<file path="src/rtl/thor2024_rt_scoreboard.sv">
// thor2024_rt_scoreboard
//   Tracks which architectural registers have an in-flight write. An issued
//   instruction marks its target register busy and records its tag there.
//   A writeback clears the busy flag only when its tag matches the recorded
//   tag, so that only the youngest writer of a register can clear it. Issue
//   is held while any source register is still pending. A writeback in the
//   same cycle bypasses straight into that pending check.
//   Register 0 means "no target" and is never tracked.
//
// Ports
//   clk, rst                 core clock, asynchronous active-high reset
//   flush                    clears all busy flags (the tags are kept)
//   iss_v/rt/tag/ra/rb/rc    issue slot: valid, target, tag, three sources
//   stall                    combinational: a source register is pending
//   iss_ack                  combinational: issue accepted this cycle
//   wb_v/rt/tag              writeback bus
//   busy_vec                 registered busy flags
//   busy_cnt                 registered number of busy registers

// One tracked register: its busy flag and the tag of its youngest writer.
module thor2024_rt_scoreboard_reg #(
  parameter int TAGW = 4
) (
  input  logic            clk,
  input  logic            rst,
  input  logic            flush,
  input  logic            set,       // accepted issue targets this register
  input  logic [TAGW-1:0] set_tag,
  input  logic            wb_hit,    // writeback addresses this register
  input  logic [TAGW-1:0] wb_tag,
  output logic            busy,
  output logic            live,      // writeback clears this register now
  output logic            busy_nxt
);
  logic [TAGW-1:0] tag;

  assign live = wb_hit & busy & (wb_tag == tag);

  // Priority: flush, then issue, then writeback. An issue in the same cycle
  // beats the writeback, which is then treated as stale.
  always_comb begin
    busy_nxt = busy;
    if (flush)     busy_nxt = 1'b0;
    else if (set)  busy_nxt = 1'b1;
    else if (live) busy_nxt = 1'b0;
  end

  always_ff @(posedge clk or posedge rst) begin
    if (rst) begin
      busy <= 1'b0;
      tag  <= '0;
    end else begin
      busy <= busy_nxt;
      if (set && !flush) tag <= set_tag;
    end
  end
endmodule

module thor2024_rt_scoreboard #(
  parameter  int NREG = 64,
  parameter  int TAGW = 4,
  localparam int RW   = $clog2(NREG),
  localparam int CW   = $clog2(NREG + 1)
) (
  input  logic            clk,
  input  logic            rst,
  input  logic            flush,
  input  logic            iss_v,
  input  logic [RW-1:0]   iss_rt,
  input  logic [TAGW-1:0] iss_tag,
  input  logic [RW-1:0]   iss_ra,
  input  logic [RW-1:0]   iss_rb,
  input  logic [RW-1:0]   iss_rc,
  output logic            stall,
  output logic            iss_ack,
  input  logic            wb_v,
  input  logic [RW-1:0]   wb_rt,
  input  logic [TAGW-1:0] wb_tag,
  output logic [NREG-1:0] busy_vec,
  output logic [CW-1:0]   busy_cnt
);
  logic [NREG-1:0] busy, live, busy_nxt, pend;
  logic [CW-1:0]   cnt_nxt;

  // Register 0 is hard-wired idle, so it can never stall or be counted.
  assign busy[0]     = 1'b0;
  assign live[0]     = 1'b0;
  assign busy_nxt[0] = 1'b0;

  for (genvar g = 1; g < NREG; g++) begin : g_reg
    thor2024_rt_scoreboard_reg #(.TAGW(TAGW)) u_reg (
      .clk      (clk),
      .rst      (rst),
      .flush    (flush),
      .set      (iss_ack && iss_rt == RW'(g)),
      .set_tag  (iss_tag),
      .wb_hit   (wb_v && wb_rt == RW'(g)),
      .wb_tag   (wb_tag),
      .busy     (busy[g]),
      .live     (live[g]),
      .busy_nxt (busy_nxt[g])
    );
  end

  // A matching writeback in this cycle already supplies the value.
  assign pend    = busy & ~live;
  assign stall   = iss_v & (pend[iss_ra] | pend[iss_rb] | pend[iss_rc]);
  assign iss_ack = iss_v & ~stall & ~flush;

  // The count is taken from the next state, so it lines up with busy_vec.
  always_comb begin
    cnt_nxt = '0;
    for (int i = 0; i < NREG; i++) cnt_nxt = cnt_nxt + CW'(busy_nxt[i]);
  end

  always_ff @(posedge clk or posedge rst) begin
    if (rst) busy_cnt <= '0;
    else     busy_cnt <= cnt_nxt;
  end

  assign busy_vec = busy;
endmodule

</file>
<file path="config.mk">
export PLATFORM = sky130hd
export DESIGN_NAME = thor2024_rt_scoreboard
export DESIGN_NICKNAME = d
export VERILOG_FILES = /design/src/rtl/thor2024_rt_scoreboard.sv
export SDC_FILE = /design/constraint.sdc
export NUM_CORES = 1
export LEC_CHECK = 0
export ABC_AREA = 1
export CORE_UTILIZATION = 51
export CTS_BUF_LIST = sky130_fd_sc_hd__clkbuf_8
export DETAILED_ROUTE_END_ITERATION = 10
export MAX_ROUTING_LAYER = met4
export PLACE_DENSITY = 0.81
export REMOVE_ABC_BUFFERS = 1
export SYNTH_ARGS = -nofsm -noshare
export SYNTH_HDL_FRONTEND = slang
export SYNTH_SLANG_ARGS = --single-unit
</file>
<file path="constraint.sdc">
create_clock -name clk -period 35.1 [get_ports clk]
set_input_delay 7.02 -clock clk [delete_from_list [all_inputs] [get_ports clk]]
set_output_delay 7.02 -clock clk [all_outputs]
set_load 0.01 [all_outputs]
</file>
==> results.sh <==
export IMPL_hold_violations=0
export IMPL_nNetsFinal=3617
export IMPL_pin_count=116
export IMPL_synthFlopType="dfrtp_1"
export IMPL_path_class="input port to output pin"
export IMPL_routed_wirelength_um=83100
export IMPL_critical_path_max_fanout=34
export IMPL_die_x_um=214
export IMPL_syn_area_um2=22900
export IMPL_ctsResizeCount=0
export IMPL_cts_max_level=2
export IMPL_placed_cells_incl_taps=4041
export IMPL_skew_ns=0.0344
export IMPL_drive_gt1_share_pct=6.03
export IMPL_die_height_um=214
export IMPL_setup_slack_ns=16.20
export IMPL_setup_viol=0
export IMPL_seq_area_frac_synth_pct=35.3
export IMPL_crit_chain="clkdlybuf4s50_1, clkinv_1, nor2_1, inv_1, nor2_1, nor2_1, nand2_1, nand3_1, nand3_1, nand3_1, nand2_1, nor2_4, buf_4, a21oi_1, clkdlybuf4s50_1"
export IMPL_clockBufferDepth=3
export IMPL_slew_limit_headroom_pct=30.3
export IMPL_drt_iter0_markers=2872
export IMPL_nFillCells=4260
export IMPL_dp_slack_ns=16.39
export IMPL_min_period_ns=18.90
export IMPL_syn2layout_area_growth_pct=9.17
export IMPL_synth_edf_count=0
export IMPL_detail_route_antenna_nets=0
export IMPL_grt_pass1_vias=21327
export IMPL_register_area_um2=8060
export IMPL_holdWs_ns=0.481
export IMPL_power_leakage_nw=13.1
export IMPL_ir_drop_mv=0.0280
export IMPL_syn_inst=3508
export IMPL_hold_buffers=0
export IMPL_synth_seq_cells=322
export IMPL_clk_pin_slew_ns=0.06
export IMPL_drv_slew=0
export IMPL_synthTopCellsByArea="dfrtp_1 35%, nand2_1 28%, nor2_1 6.3%"
export IMPL_synth_top_area_share_pct=35.3
export IMPL_synth_area_per_cell_um2=6.51
export IMPL_worstHoldPathType="register to register"
export IMPL_post_cts_setup_buffers=0
export IMPL_tightest_slew_ns=1.05
export IMPL_fmax_mhz=52.9
export IMPL_cts_sinks=322
export IMPL_root_buffer="clkbuf_8"
export IMPL_core_um2=44200
export IMPL_yosys_warnings=0
export IMPL_fin_cells=4143
export IMPL_fin_crit_sh_pct=53.8
export IMPL_drt_drc_violations_left=0
export IMPL_grtUsageTotal_pct=38.5
export IMPL_drv_cap=0
export IMPL_synth_cell_type_count=26
export IMPL_final_util_pct=56.4
export IMPL_async_reset_ff_share_pct=100
export IMPL_via_per_inst=5.51
export IMPL_arrival_ns=11.88
export IMPL_grt_pass1_wl_um=126000
export IMPL_firstDrtPassIters=6
export IMPL_cp_slowest_cell="clkdlybuf4s50_1"
export IMPL_crit_path_end_kind="output pin"
export IMPL_dieArea_um2=45700
export IMPL_antenna_found_initial=1
export IMPL_critical_path_max_stage_delay_ns=1.00
export IMPL_dr_total_vias=22809
export IMPL_status="finished, final reports clean"
export IMPL_grt_overflow_total=0
export IMPL_powerDensity_nw_per_um2=35.0
export IMPL_core_rowCount=77
export IMPL_tritoncts="built"
export IMPL_cts_buffers=55
export IMPL_rsz0062_at_grt="no"
export IMPL_hpwl_um=56300
export IMPL_place_gp_congestion=1.11
export IMPL_initial_core_util_pct=51.7
export IMPL_clk_latency_ns=0.68
export IMPL_port_buffers=114
export IMPL_multi_input_comb_area_um2=12200
export IMPL_start_kind="input port"
export IMPL_cp_required_ns=28.08
export IMPL_wl_per_cell_um=20.1
export IMPL_tns_ns=0
export IMPL_synth_top_area_cell="dfrtp_1"
export IMPL_grt_max_degree=141
-- state kept, by name (all words and copies together), names as in the netlist --
signal	flops
busy_cnt	7
g.u_reg.tag	252
g.u_reg.busy	63
-- cells by family after synthesis --
kind of cell	share of synthesized area [%]
buffers and inverters	11.4
other	0.0164
XOR/XNOR	2.26
adder cells (fa/ha/maj)	5.46
flip-flops	35.3
AO/OA/AOI/OAI	2.05
AND/OR/NAND/NOR	43.5
-- per-stage QoR --
stage	total power (W)	area, µm²
floorplan	0.000462	21600
global placement	0.000516	23800
detailed placement	0.000518	23800
CTS	0.000873	24900
global route	0.000903	24900
finish	0.000872	24900
-- placed cells by master, fill, tap and decap left out, types with 2 or more instances in the layout --
cell	synthesis	final
clkinv_1	4	4
nor2_1	382	381
nand2_1	1677	1677
clkdlybuf4s50_1	0	105
nor2_2	50	49
xor2_1	58	58
a21oi_1	73	73
fa_1	53	53
nand3_2	1	2
inv_2	5	4
nand3_1	207	205
nor2_4	0	2
o21ai_0	16	16
bufinv_16	0	2
clkbuf_8	0	69
inv_1	367	387
clkinv_2	0	6
dfrtp_1	322	322
o21ai_1	3	3
nand4_1	33	33
buf_2	42	8
clkinvlp_4	0	2
buf_4	77	35
ha_1	15	15
nand4_4	30	30
-- Yosys cell counts (all sizes together) (4+ instances only) --
cell type	number
a21oi	73
clkbuf	63
xor2	58
inv	372
o21ai	19
nand4	63
clkinv	4
buf	145
nor2	432
dfrtp	322
ha	15
fa	53
nand2	1677
nand3	208
-- worst max-delay path, delay by kind of cell --
kind / cells / cell delay (ns)
compound gates: 1 / 0.26
buf+inv: 5 / 2.91
simple gates: 9 / 1.66
-- final cells by class --
cell class	count	area share, %
Sequential cell	322	32.3
Tap cell	592	2.97
Timing Repair Buffer	149	5.51
Clock buffer	69	3.81
Inverter	376	5.70
Clock inverter	32	0.772
Multi-Input combinational cell	2602	48.9
Antenna cell	1	0.0100
-- power by group --
group / switching (W) / internal (W) / total (W)
logic: 0.0000941 / 0.0000312 / 0.000125
clock network: 0.000166 / 0.000191 / 0.000357
registers: 0.00000770 / 0.000382 / 0.000389
-- worst paths after layout --
| path | start | end | slack [ns] | cells past startpoint |
|---|---|---|---|---|
| max in group asynchronous | rst | g_reg[53].u_reg.busy | 25.98 | 4 |
| worst min register to register | g_reg[1].u_reg.tag[3] | g_reg[1].u_reg.tag[3] | 0.48 | 2 |
| worst min-delay path | g_reg[1].u_reg.tag[3] | g_reg[1].u_reg.tag[3] | 0.48 | 2 |
| min in group asynchronous | rst | g_reg[26].u_reg.tag[0] | 6.99 | 2 |
| worst max register to register | g_reg[28].u_reg.tag[0] | busy_cnt[6] | 24.88 | 30 |
| worst max-delay path | iss_rc[0] | stall | 16.20 | 15 |
-- routing by layer --
| layer | track usage, % | vias up | wire (µm) |
|---|---|---|---|
| li1 | - | 10526 | - |
| met1 | 50.2 | 10500 | 32700 |
| met2 | 56.1 | 1447 | 35500 |
| met3 | 8.29 | 336 | 9870 |
| met4 | 20.6 | 0 | 5060 |
| met5 | - | - | 0 |
Power figures use the tool's default switching activity.
